## config.mk

```make
export PLATFORM = sky130hd
export DESIGN_NAME = lbus_readback_flat
export DESIGN_NICKNAME = d
export VERILOG_FILES = /design/src/rtl/lbus_pkg.sv /design/src/rtl/lbus_readback_if.sv /design/src/rtl/lbus_readback_step_pos_counter.sv /design/src/rtl/lbus_readback.sv /design/src/flat_wrapper.sv
export SDC_FILE = /design/constraint.sdc
export NUM_CORES = 1
export LEC_CHECK = 0
export CORE_MARGIN = 5
export CORE_UTILIZATION = 59
export DETAILED_ROUTE_END_ITERATION = 8
export PLACE_DENSITY = 0.8
export RECOVER_POWER = 50
export SYNTH_ARGS = -nofsm -noshare
export SYNTH_HDL_FRONTEND = slang
export SYNTH_HIERARCHICAL = 1
export SYNTH_SLANG_ARGS = --single-unit
```

## constraint.sdc

```tcl
create_clock -name LClk -period 10.7 [get_ports LClk]
set_input_delay 2.14 -clock LClk [delete_from_list [all_inputs] [get_ports LClk]]
set_output_delay 2.14 -clock LClk [all_outputs]
set_load 0.01 [all_outputs]
```

## src/rtl/lbus_pkg.sv

```systemverilog
// Shared definitions for the local-bus read responder: read-map addresses,
// the version byte and the bus FSM state encoding.
package lbus_pkg;

  localparam logic [3:0] ADDR_STATUS  = 4'd0;
  localparam logic [3:0] ADDR_POS0    = 4'd1;
  localparam logic [3:0] ADDR_POS1    = 4'd2;
  localparam logic [3:0] ADDR_POS2    = 4'd3;
  localparam logic [3:0] ADDR_POS3    = 4'd4;
  localparam logic [3:0] ADDR_LIMIT   = 4'd5;
  localparam logic [3:0] ADDR_ID      = 4'd6;
  localparam logic [3:0] ADDR_VERSION = 4'd7;

  localparam logic [7:0] VERSION_BYTE = 8'h01;

  typedef enum logic [1:0] {
    IDLE,
    WAIT,
    DRIVE,
    HOLD
  } lbus_state_e;

endpackage

```

## src/rtl/lbus_readback_if.sv

```systemverilog
// Local-bus read-side signals: host strobes and address in, pad data,
// output enable and active-low ready back out.
interface lbus_readback_if;
  logic       ADS;
  logic       LRD;
  logic [7:0] LAD;
  logic [7:0] LAD_OUT;
  logic       LAD_OE;
  logic       LRDY;

  modport master (output ADS, LRD, LAD, input  LAD_OUT, LAD_OE, LRDY);
  modport slave  (input  ADS, LRD, LAD, output LAD_OUT, LAD_OE, LRDY);
endinterface

```

## src/rtl/lbus_readback_step_pos_counter.sv

```systemverilog
// Step position counter: counts ST_CLK rising edges up or down by ST_DIR,
// wraps modulo 2^POS_W, and is forced to zero while i_clear is high.
module step_pos_counter #(
  parameter int POS_W = 32
) (
  input  logic             i_clk,
  input  logic             i_rst,
  input  logic             i_st_clk,
  input  logic             i_st_dir,
  input  logic             i_clear,
  output logic [POS_W-1:0] o_pos
);

  logic             r_st_clk_d;
  logic [POS_W-1:0] r_pos;
  logic             w_rise;

  assign w_rise = i_st_clk & ~r_st_clk_d;
  assign o_pos  = r_pos;

  always_ff @(posedge i_clk) begin
    if (i_rst) begin
      r_st_clk_d <= 1'b0;
      r_pos      <= '0;
    end else begin
      r_st_clk_d <= i_st_clk;
      // Clear dominates a coincident step so a disabled axis reads zero.
      if (i_clear)
        r_pos <= '0;
      else if (w_rise)
        r_pos <= i_st_dir ? r_pos + POS_W'(1) : r_pos - POS_W'(1);
    end
  end

endmodule

```

## src/rtl/lbus_readback.sv

```systemverilog
// Local-bus read responder: address latch, wait-state FSM, read mux, sticky
// limit flags. Define LBUS_POS_SNAPSHOT_EN for coherent multi-byte position reads.
module lbus_readback
  import lbus_pkg::*;
#(
  parameter int         WAIT_STATES = 1,
  parameter int         POS_W       = 32,
  parameter logic [7:0] ID_BYTE     = 8'h24
) (
  input  logic            LClk,
  input  logic            Reset,
  lbus_readback_if.slave  lb,
  input  logic            ST_CLK,
  input  logic            ST_DIR,
  input  logic            ST_ENB,
  input  logic            ST_DIS,
  input  logic            SP_DIS,
  input  logic            SP_DIR,
  input  logic            SP_BRK,
  input  logic [1:0]      LIMIT_N
);

  lbus_state_e      r_state, w_next;
  logic [3:0]       r_wait_cnt, w_wait_next;
  logic [3:0]       r_addr, w_addr;
  logic [7:0]       r_lad_out, w_rd_data;
  logic             r_lad_oe, r_lrdy;
  logic [1:0]       r_lim_sync1, r_lim_sync2, r_lim, w_lim_clr;
  logic [POS_W-1:0] w_pos, w_pos_rd;
  logic [3:0]       w_lad_hi_unused;

  // Only A[3:0] is decoded; the upper address bits are intentionally dropped.
  assign w_lad_hi_unused = lb.LAD[7:4];

  step_pos_counter #(.POS_W(POS_W)) u_pos (
    .i_clk    (LClk),
    .i_rst    (Reset),
    .i_st_clk (ST_CLK),
    .i_st_dir (ST_DIR),
    .i_clear  (~ST_ENB & ST_DIS),
    .o_pos    (w_pos)
  );

  // A read strobe coinciding with ADS must decode the address being latched.
  assign w_addr = (r_state == IDLE && !lb.ADS) ? lb.LAD[3:0] : r_addr;

  always_comb begin
    // NOTE: every output gets a default first so no path can infer a latch.
    w_next      = r_state;
    w_wait_next = r_wait_cnt;
    case (r_state)
      IDLE: if (!lb.LRD) begin
        if (WAIT_STATES == 0) begin
          w_next = DRIVE;
        end else begin
          w_next      = WAIT;
          w_wait_next = 4'(WAIT_STATES);
        end
      end
      WAIT: begin
        if (lb.LRD)                 w_next = IDLE;
        else if (r_wait_cnt == 4'd0) w_next = DRIVE;
        else                         w_wait_next = r_wait_cnt - 4'd1;
      end
      DRIVE:   w_next = HOLD;
      HOLD:    if (lb.LRD) w_next = IDLE;
      default: w_next = IDLE;
    endcase
  end

`ifdef LBUS_POS_SNAPSHOT_EN
  logic [POS_W-1:0] r_snap;

  always_ff @(posedge LClk) begin
    if (Reset)
      r_snap <= '0;
    else if (w_next == DRIVE && w_addr == ADDR_POS0)
      r_snap <= w_pos;
  end

  assign w_pos_rd = {r_snap[POS_W-1:8], w_pos[7:0]};
`else
  assign w_pos_rd = w_pos;
`endif

  always_comb begin
    w_rd_data = 8'h00;
    case (w_addr)
      ADDR_STATUS:  w_rd_data = {r_lim, SP_BRK, SP_DIR, SP_DIS, ST_ENB, ST_DIR, ST_DIS};
      ADDR_POS0:    w_rd_data = w_pos_rd[7:0];
      ADDR_POS1:    w_rd_data = w_pos_rd[15:8];
      ADDR_POS2:    w_rd_data = w_pos_rd[23:16];
      ADDR_POS3:    w_rd_data = w_pos_rd[31:24];
      ADDR_LIMIT:   w_rd_data = {6'b0, r_lim};
      ADDR_ID:      w_rd_data = ID_BYTE;
      ADDR_VERSION: w_rd_data = VERSION_BYTE;
      default:      w_rd_data = 8'h00;
    endcase
  end

  // Clear-on-read fires on the same edge that loads the returned data.
  assign w_lim_clr = (w_next == DRIVE && w_addr == ADDR_LIMIT) ? 2'b11 : 2'b00;

  always_ff @(posedge LClk) begin
    if (Reset) begin
      r_state     <= IDLE;
      r_wait_cnt  <= 4'd0;
      r_addr      <= 4'd0;
      r_lad_out   <= 8'h00;
      r_lad_oe    <= 1'b0;
      r_lrdy      <= 1'b1;
      r_lim_sync1 <= 2'b11;
      r_lim_sync2 <= 2'b11;
      r_lim       <= 2'b00;
    end else begin
      // NOTE: non-blocking assignments keep every register sampling pre-edge values.
      r_state    <= w_next;
      r_wait_cnt <= w_wait_next;
      if (r_state == IDLE && !lb.ADS)
        r_addr <= lb.LAD[3:0];
      r_lad_oe <= (w_next == DRIVE) || (w_next == HOLD);
      r_lrdy   <= (w_next != DRIVE);
      if (w_next == DRIVE)
        r_lad_out <= w_rd_data;
      r_lim_sync1 <= LIMIT_N;
      r_lim_sync2 <= r_lim_sync1;
      r_lim       <= (r_lim & ~w_lim_clr) | ~r_lim_sync2;
    end
  end

  assign lb.LAD_OUT = r_lad_out;
  assign lb.LAD_OE  = r_lad_oe;
  assign lb.LRDY    = r_lrdy;

endmodule

```

## src/flat_wrapper.sv

```systemverilog
// flat-port wrapper written by rule: the top's interface ports become plain ports
module lbus_readback_flat import lbus_pkg::*;
#(
  parameter int         WAIT_STATES = 1,
  parameter int         POS_W       = 32,
  parameter logic [7:0] ID_BYTE     = 8'h24
)
  (LClk, Reset, ST_CLK, ST_DIR, ST_ENB, ST_DIS, SP_DIS, SP_DIR, SP_BRK, LIMIT_N, lb_ADS, lb_LRD, lb_LAD, lb_LAD_OUT, lb_LAD_OE, lb_LRDY);
  lbus_readback_if lb_i ();
  input  logic LClk;
  input  logic Reset;
  input  logic ST_CLK;
  input  logic ST_DIR;
  input  logic ST_ENB;
  input  logic ST_DIS;
  input  logic SP_DIS;
  input  logic SP_DIR;
  input  logic SP_BRK;
  input  logic [1:0] LIMIT_N;
  input wire logic [$bits(lb_i.ADS)-1:0] lb_ADS;
  input wire logic [$bits(lb_i.LRD)-1:0] lb_LRD;
  input wire logic [$bits(lb_i.LAD)-1:0] lb_LAD;
  output wire logic [$bits(lb_i.LAD_OUT)-1:0] lb_LAD_OUT;
  output wire logic [$bits(lb_i.LAD_OE)-1:0] lb_LAD_OE;
  output wire logic [$bits(lb_i.LRDY)-1:0] lb_LRDY;
  assign lb_i.ADS = lb_ADS;
  assign lb_i.LRD = lb_LRD;
  assign lb_i.LAD = lb_LAD;
  assign lb_LAD_OUT = lb_i.LAD_OUT;
  assign lb_LAD_OE = lb_i.LAD_OE;
  assign lb_LRDY = lb_i.LRDY;
  lbus_readback #(.WAIT_STATES(WAIT_STATES), .POS_W(POS_W), .ID_BYTE(ID_BYTE)) u_core (.LClk(LClk), .Reset(Reset), .lb(lb_i), .ST_CLK(ST_CLK), .ST_DIR(ST_DIR), .ST_ENB(ST_ENB), .ST_DIS(ST_DIS), .SP_DIS(SP_DIS), .SP_DIR(SP_DIR), .SP_BRK(SP_BRK), .LIMIT_N(LIMIT_N));
endmodule
```

==> results.md <==
* Outcome: finished with violations
* # DRC at 0
* Starting Density at 59.8%
* Nets at 586
* CP startpoint kind: primary input
* Layout cells sized above 1 at 10.2%
* Post-synth top flop: dfxtp_1
* Worst-path clk slew at 0.07 ns
* Fillcell total at 590
* Req. time, crit path at 10.94 ns
* Ant. Diodes at 0
* Crit path DAT at 6.11 ns
* Synth top area cells: dfxtp_1 28%, ha_1 9.3%, a21oi_1 5.6%
* I/O pins at 31
* Final slew viol count at 43
* Die width at 95.3 um
* H-tree levels at 3
* Vias post-DR at 3,936
* Setup CP Type: in -> reg
* Power Density at 140 nW/um^2
* Routability Congestion at 0.875
* Setup TNS Final at 0 ns
* Crit Path Max Fanout at 30
* Worst rel slew slack at -26.3%
* Maxcap violations at 2
* Clk Latency, worst-skew pair at 0.35 ns
* Final Critical Period at 5.87 ns
* Max Buffers Root-to-Sink at 2
* Total grt overflow at 0
* Syn nets at 567
* Final Hold Viols at 0
* Async set-reset flop share out of synthesis at 0%
* Clock root buffer: clkbuf_8
* Synthesized area per cell at 8.37 sq um
* Worst-Margin Slew at 1.88 ns
* Synth area leader: dfxtp_1
* Synth cell types at 85
* Most frequent cells in the layout: 64 x nand2_1, 59 x dfxtp_1, 48 x a21oi_1
* Max IR drop VDD at 71.5 uV
* Cells after Synth at 513
* Post-Syn Area at 4290 sq um
* Worst Path Buf+Inv at 2
* CP cell instances: clkdlybuf4s50_1, inv_1, ha_1, nor2b_4, o31ai_1, a211oi_1, o21ai_2, o21ai_4, a21o_1, a31oi_1, nor4_1, a221o_1
* Port buffer count at 26
* CTS Buf Count at 9
* Detailed Routing Iterations Pass 1 at 5
* Pleak at 1.96 nW
* Hpwl dp at 7950 um
* Sequential area share after synthesis at 27.5%
* Slowest cell delay on critical path at 0.87 ns
* Post-route ant nets at 0
* Synth warn at 6
* Cts repair resizes at 0
* Final worst-path cycle share at 54.9%
* Clk sinks at 59
* Clock Skew at 0.00653 ns
* Chip Height at 95.3 um
* Antenna violations before repair at 0
* Core area at 7180 sq um
* P&R area growth vs syn at 12.3%
* DIE AREA at 9080 sq um
* Worst Setup End Kind: flop
* Min-delay worst type: reg -> reg
* Post-synth EDFFs at 0
* Crit-path leading delay family: compound AO/OA/AOI/OAI gates
* DRC violation total after the first TritonRoute iteration at 275
* Pin count of the biggest net entering global routing at 31
* Avg WL per Cell at 17.0 um
* F_max at 0.170 GHz
* Via/cell ratio at 6.19
* GRT Total Usage at 25.0%
* CTS tree: yes
* Synthesized flop and latch total at 59
* Row cnt at 31
* Failing checks: capacitance limit, slew limit
* First-pass GRT wire length at 17,700 um
* Post-CTS Setup Bufs at 0
* Setup ws final at 4.83 ns
* Setup violators final at 0
* Pre-CTS setup slack at 4.55 ns
* Vias in the first global route at 3,635
* Most common cell after layout, fill and taps aside: nand2_1
* Yosys top cell area share at 27.5%
* WL final at 10,800 um
* Hold_buf cts at 0
* Crit path max-delay cell type: inv_1
* RSZ-0062 raised after global routing: false
## worst register-to-register path, stage by stage, from the launching register on
cell       delay [ns]
dfxtp_1          0.43
nor3_1           1.50
mux2i_1          0.87
mux2_4           0.38
a2111oi_1        0.46
o21ai_1          0.09
## per-stage QoR
step | std cells | power, mW | area (sq um) | hold slack [ns] | util (%)
detailed placement | 620 | 0.423 | 4600 | 0.400 | 64.1
floorplan | 513 | 0.383 | 4290 | 0.385 | -
CTS | 636 | 0.681 | 4850 | 0.412 | 67.6
finish | 636 | 0.677 | 4820 | 0.412 | 67.2
global route | 636 | 0.712 | 4820 | 0.425 | 67.2
global placement | 620 | 0.418 | 4600 | 0.393 | 64.1
## power breakdown
| part | leakage, nW | switching (mW) | internal, mW |
|---|---|---|---|
| Clock | 0.123 | 0.0958 | 0.161 |
| Sequential | 0.482 | 0.0148 | 0.233 |
| Combinational | 1.35 | 0.0976 | 0.0737 |
| Total | 1.96 | 0.208 | 0.468 |
## synth_stat cells (8+ instances only)
| master | count |
|---|---|
| nand3_1 | 12 |
| a22o_1 | 10 |
| or2_2 | 8 |
| nand2_1 | 64 |
| o21ai_0 | 17 |
| a21oi_1 | 48 |
| dfxtp_1 | 59 |
| mux2i_1 | 11 |
| nor2b_1 | 9 |
| nor2_1 | 37 |
| a21o_1 | 10 |
| inv_1 | 13 |
| xnor2_1 | 14 |
| clkbuf_1 | 16 |
| a211oi_1 | 8 |
| ha_1 | 32 |
| nor3_1 | 8 |
| xor2_1 | 10 |
## layer usage
metal | track usage [%] | vias up | wire (um) | part of all wire, %
met5 | 0 | - | 0 | 0
met4 | 10.7 | 0 | 278 | 2.6
met3 | 4.18 | 25 | 559 | 5.2
met2 | 39.2 | 113 | 4960 | 46
met1 | 33.8 | 1858 | 5000 | 46
li1 | - | 1940 | - | -
## registers in the layout, indices dropped and copies added, names as in the netlist, 2 cells and up
name,flops
u_core/r_lim_sync1,2
u_core/r_lim,2
u_core/r_lim_sync2,2
u_core/u_pos/o_pos,32
u_core/r_addr,4
u_core/r_wait_cnt,4
u_core/lb.LAD_OUT,8
u_core/r_state,2
## cell families (layout without fill, tap and decap cells)
family	after synthesis	in the layout	share of synthesized area, %
fa+ha+maj	33	33	9.79
mux	23	23	5.92
compound gates	163	163	27.7
xor+xnor	24	24	4.90
simple gates	177	177	20.7
buf+inv	34	58	3.44
flops	59	59	27.5
## final timing paths
check	from	end	slack [ns]	cells after the start
max reg2reg	u_core/r_state[0]	u_core/lb.LAD_OUT[0]	6.85	5
max	ST_DIR	u_core/u_pos/o_pos[30]	4.83	12
min reg2reg	u_core/r_lim_sync2[0]	u_core/r_lim[0]	0.41	1
min	u_core/r_lim_sync2[0]	u_core/r_lim[0]	0.41	1
## cell type report
| type | instances | area, sq um | area share (%) |
|---|---|---|---|
| multi-input combinational | 420 | 2940 | 61.0 |
| sequential | 59 | 1180 | 24.5 |
| timing repair buffer | 29 | 279 | 5.79 |
| clock buffer | 10 | 138 | 2.85 |
| tap | 99 | 124 | 2.57 |
| clock inverter | 6 | 111 | 2.31 |
| inverter | 13 | 48.8 | 1.01 |
(Power assumes the default switching activity.)
